==> src/rtl/matrix_to_byte_if.sv <==
// Handshake and data bundle between the cipher core, matrix_to_byte and the byte sink.
// The master drives the column buses, done and byte_ready. The slave is the serializer.
interface matrix_to_byte_if;
   logic [31:0] I_bus0;
   logic [31:0] I_bus1;
   logic [31:0] I_bus2;
   logic [31:0] I_bus3;
   logic        done;
   logic        byte_ready;
   logic [7:0]  byte_out;
   logic        byte_valid;
   logic        blk_done;
   logic        busy;
   logic        overflow;

   modport master (
      output I_bus0, I_bus1, I_bus2, I_bus3, done, byte_ready,
      input  byte_out, byte_valid, blk_done, busy, overflow
   );

   modport slave (
      input  I_bus0, I_bus1, I_bus2, I_bus3, done, byte_ready,
      output byte_out, byte_valid, blk_done, busy, overflow
   );
endinterface

==> src/rtl/matrix_to_byte.sv <==
// Serializes a 128-bit column-major cipher result into 16 bytes over valid/ready.
// A one-block pending buffer absorbs a result that arrives while a block is still draining.
//
// state | meaning
// IDLE  | nothing to send, byte_valid low, waiting for done
// SEND  | presenting sreg[127:120]; a transfer shifts sreg and advances cnt
module matrix_to_byte (
   input  logic              clk,
   input  logic              rst,
   matrix_to_byte_if.slave   bus
);

   typedef enum logic {IDLE, SEND} state_t;

   state_t       state;
   logic [127:0] sreg;
   logic [127:0] pbuf;
   logic [3:0]   cnt;
   logic         pend;

   logic [127:0] blk_in;
   logic         sending;
   logic         xfer;
   logic         last_xfer;

   // Column 0 lands in the top bits so byte 0 is the first to leave sreg.
   assign blk_in    = {bus.I_bus0, bus.I_bus1, bus.I_bus2, bus.I_bus3};
   assign sending   = (state == SEND);
   assign xfer      = sending & bus.byte_ready;
   assign last_xfer = xfer & (cnt == 4'd15);

   assign bus.byte_valid = sending;
   assign bus.byte_out   = sending ? sreg[127:120] : 8'h00;
   assign bus.blk_done   = last_xfer;
   assign bus.busy       = sending | pend;
   // A done landing on the last byte is always absorbed by the reload path.
   assign bus.overflow   = sending & bus.done & pend & ~last_xfer;

   always_ff @(posedge clk or posedge rst) begin
      if (rst) begin
         state <= IDLE;
         sreg  <= '0;
         pbuf  <= '0;
         cnt   <= '0;
         pend  <= 1'b0;
      end else begin
         case (state)
            IDLE: begin
               if (bus.done) begin
                  sreg  <= blk_in;
                  cnt   <= '0;
                  state <= SEND;
               end
            end
            SEND: begin
               if (last_xfer) begin
                  cnt <= '0;
                  if (pend) begin
                     sreg <= pbuf;
                     if (bus.done) begin
                        pbuf <= blk_in;
                     end else begin
                        pend <= 1'b0;
                     end
                  end else if (bus.done) begin
                     sreg <= blk_in;
                  end else begin
                     sreg  <= '0;
                     state <= IDLE;
                  end
               end else begin
                  if (xfer) begin
                     sreg <= {sreg[119:0], 8'h00};
                     cnt  <= cnt + 4'd1;
                  end
                  if (bus.done && !pend) begin
                     pbuf <= blk_in;
                     pend <= 1'b1;
                  end
               end
            end
            default: state <= IDLE;
         endcase
      end
   end

endmodule

==> src/flat_wrapper.sv <==
// flat-port wrapper written by rule: the top's interface ports become plain ports
module matrix_to_byte_flat 
  (clk, rst, bus_I_bus0, bus_I_bus1, bus_I_bus2, bus_I_bus3, bus_done, bus_byte_ready, bus_byte_out, bus_byte_valid, bus_blk_done, bus_busy, bus_overflow);
  matrix_to_byte_if bus_i ();
  input  logic clk;
  input  logic rst;
  input wire logic [$bits(bus_i.I_bus0)-1:0] bus_I_bus0;
  input wire logic [$bits(bus_i.I_bus1)-1:0] bus_I_bus1;
  input wire logic [$bits(bus_i.I_bus2)-1:0] bus_I_bus2;
  input wire logic [$bits(bus_i.I_bus3)-1:0] bus_I_bus3;
  input wire logic [$bits(bus_i.done)-1:0] bus_done;
  input wire logic [$bits(bus_i.byte_ready)-1:0] bus_byte_ready;
  output wire logic [$bits(bus_i.byte_out)-1:0] bus_byte_out;
  output wire logic [$bits(bus_i.byte_valid)-1:0] bus_byte_valid;
  output wire logic [$bits(bus_i.blk_done)-1:0] bus_blk_done;
  output wire logic [$bits(bus_i.busy)-1:0] bus_busy;
  output wire logic [$bits(bus_i.overflow)-1:0] bus_overflow;
  assign bus_i.I_bus0 = bus_I_bus0;
  assign bus_i.I_bus1 = bus_I_bus1;
  assign bus_i.I_bus2 = bus_I_bus2;
  assign bus_i.I_bus3 = bus_I_bus3;
  assign bus_i.done = bus_done;
  assign bus_i.byte_ready = bus_byte_ready;
  assign bus_byte_out = bus_i.byte_out;
  assign bus_byte_valid = bus_i.byte_valid;
  assign bus_blk_done = bus_i.blk_done;
  assign bus_busy = bus_i.busy;
  assign bus_overflow = bus_i.overflow;
  matrix_to_byte u_core (.clk(clk), .rst(rst), .bus(bus_i));
endmodule
==> config.mk <==
export PLATFORM = sky130hd
export DESIGN_NAME = matrix_to_byte_flat
export DESIGN_NICKNAME = d
export VERILOG_FILES = /design/src/rtl/matrix_to_byte_if.sv /design/src/rtl/matrix_to_byte.sv /design/src/flat_wrapper.sv
export SDC_FILE = /design/constraint.sdc
export NUM_CORES = 1
export LEC_CHECK = 0
export ABC_AREA = 1
export CORE_MARGIN = 2
export CORE_UTILIZATION = 50
export DETAILED_ROUTE_END_ITERATION = 6
export PLACE_DENSITY = 0.73
export RECOVER_POWER = 50
export SYNTH_ARGS = -nofsm -noshare
export SYNTH_HDL_FRONTEND = slang
export SYNTH_SLANG_ARGS = --single-unit
==> constraint.sdc <==
create_clock -name clk -period 23.7 [get_ports clk]
set_input_delay 4.74 -clock clk [delete_from_list [all_inputs] [get_ports clk]]
set_output_delay 4.74 -clock clk [all_outputs]
set_load 0.02 [all_outputs]
==> impl_results.md <==
* Port bufs at 143
* Switching Power at 580 µW
* Via density at 5.63
* Register area share after synthesis at 42.6%
* DRT Wirelength at 45800 µm
* Overflow after GRT at 0
* Headroom to the max-slew limit at -310%
* DR iter-0 viols at around 1600
* Die Y at about 180 µm
* Wire per inst at 17.1 µm
* Top post-synthesis cells by count: 661 x nand2_1, 368 x nor2_1, 262 x dfrtp_1
* VDD IR-drop max at 0.0532 mV
* Area leader, netlist: dfrtp_1
* Synth Instances at approximately 2300
* Netlist cell types at 24
* Largest net degree at the start of global routing at 134
* Yosys Warn Count at 0
* Ports at approximately 140
* Max-slew violation count at 255
* Clock transition at the registers of the reported paths at around 0.06 ns
* Min Tclk post-route at ~13 ns
* Final HPWL DP at 24200 µm
* PwrDens at ~95 mW/mm²
* Post-layout util at ~58%
* CTS root buf: clkbuf_16
* Core Footprint at just over 0.03 mm²
* DRC at 0
* Top-count cell post-synth: nand2_1
* RSZ-0062 raised after global routing: no
* Clock buffer depth at 3
* Clock tree sinks at 262
* Clock share of power at 28.4%
* Worst Path Required at 18.96 ns
* Combinational fraction of design power at a little under a third
* Hold buffers post-CTS at 0
* Fmax at 0.0748 GHz
* Worst Path Arrival at ~8.6 ns
* Least-Margin Pin Slew at 6.12 ns
* Final net count at 2396
* Final period util at 56.4%
* Syn_nets at between 2000 and 2500
* Status: finished, violations left
* Worst R2R End: u_core.pbuf[9]
* Clock skew at 0.0148 ns
* Crit. End Element: primary output
* Skew-Pair Late Insertion Delay at 0.57 ns
* Area Growth Syn to Fin at 14.4%
* Htree depth at 1
* Antenna violations before repair at 1
* Violated checks: max-capacitance violations, max-slew violations
* Routed vias at 15111
* Post-DRT Antenna Nets at 0
* Hold path cells at 2
* #FFs+latches synth at about 260
* Mapped Area at 0.0154 mm²
* Average size of a mapped cell at between 6 and 7 µm²
* Post-synth ARST share at 100%
* Final setup viols at 0
* Post-CTS setup buffers at 0
* Synth top area share at 42.6%
* Max_cap viols at 3
* Overall die area at ~0.032 mm²
* R2R Path Start: u_core.bus.byte_valid
* CTS Buf Count at 30
* Pre-antenna DRT Iters at 5
* Reg power frac at 41.6%
* Synth top area cells: dfrtp_1 43%, nand2_1 16%, nor2_1 9.0%
* P_leak at approximately 8.6 nW
* CP Class: in -> out
* Final Hold Viols at 0
* Cell row count at 64
* Flop2flop setup slack at ~16 ns
* Setup TNS at 0 ns
* Layout cells sized above 1 at under 10%
* CP Max Fanout at 67
* Hold Path Class: reg -> reg
* Initial Util at 50.6%
* Hold Path Origin: u_core.pbuf[43]
* First-pass GRT wire length at between 70000 and 80000 µm
* Top_reg_cell synth: dfrtp_1
* GPL Wtd Cong at roughly 0.8
* Post-synth EDFFs at 0
* Gr usage total at 27.8%
* FF-to-FF path depth at 7
* Pint at around 1.1 mW
* Die width at roughly 180 µm
* Vias in the first global route at 14217
* Post_cts resized at 0
* CTS tree: yes
* Crit path launch type: primary input
* Switching Share at 34.5%
* Worst hold endpoint: u_core.pbuf[43]
layer usage:
layer / share of wire, % / GRT usage (%)
met1: 43 / 39.5
met2: 47 / 45.0
met3: 7.5 / 3.89
met4: 2.1 / 6.96
met5: 0.035 / 0
registers in the layout, summed over array words and instances (netlist names):
signal and flops:
u_core.pend 1, u_core.pbuf 128, u_core.sreg 128, u_core.cnt 4
u_core.bus.byte_valid 1
stage by stage:
step                      power (mW)  hold WS [ns]  worst slack, ns  area [µm²]  cells
after floorplan                 1.08         0.442            11.75       15400   2257
after global routing            1.80         0.491            10.16       17600   2683
final                           1.68         0.467            10.33       17600   2684
after CTS                       1.69         0.473            11.70       17600   2683
after global placement          1.18         0.453            11.70       16600   2627
after detailed placement        1.21         0.458            11.71       16600   2627
worst max-delay path by stage:
stage	from	to	cells after the start
4_1_cts	bus_byte_ready	bus_overflow	7
5_1_grt	bus_byte_ready	bus_overflow	7
6_report	bus_byte_ready	bus_overflow	7
3_5_place_dp	bus_byte_ready	bus_overflow	7
2_1_floorplan	rst	u_core.bus.byte_valid	1
3_3_place_gp	bus_byte_ready	bus_overflow	7
logic make-up (layout without fill, tap and decap cells):
logic type	after synthesis	in the layout	share of synthesized area [%]
adder cells (fa/ha/maj)	1	1	0.0813
buffers and inverters	319	349	9.02
AO/OA/AOI/OAI	382	382	14.5
XOR/XNOR	2	2	0.114
flip-flops	262	262	42.6
other	0	1	0
AND/OR/NAND/NOR	1291	1291	33.7
power groups by stage:
stage	clock network, mW	logic [mW]	registers (mW)
global placement	0	0.487	0.696
detailed placement	0	0.503	0.702
finish	0.477	0.505	0.699
floorplan	0	0.401	0.675
global route	0.500	0.584	0.718
CTS	0.483	0.508	0.696
layout by cell type, fill, tap and decap left out, types with 2 or more instances in the layout:
master	count
a21oi_1	256
nand2_1	660
bufinv_16	2
dlygate4sd3_1	5
o21ai_0	3
dfrtp_1	261
clkdlybuf4s50_1	137
nor2_1	368
nand3_1	258
clkbuf_8	7
inv_1	131
o21bai_1	120
clkbuf_16	31
clkbuf_1	6
inv_2	2
clkinv_2	9
clkinvlp_4	2
buf_4	14
final cells by class:
cell class | count | area (µm²)
fill | 2943 | 12800
multi-input combinational | 1676 | 7480
sequential | 262 | 6560
timing repair buffer | 157 | 1550
clock buffer | 44 | 895
inverter | 136 | 515
tap | 396 | 495
clock inverter | 12 | 115
antenna | 1 | 2.50
worst max-delay path: stages:
cell             delay, ns
clkdlybuf4s50_1       0.43
nand2_1               1.85
nor2_4                0.16
inv_2                 0.19
nand2_1               0.09
nor3_1                0.44
clkdlybuf4s50_1       0.69
Power figures use the tool's default switching activity.
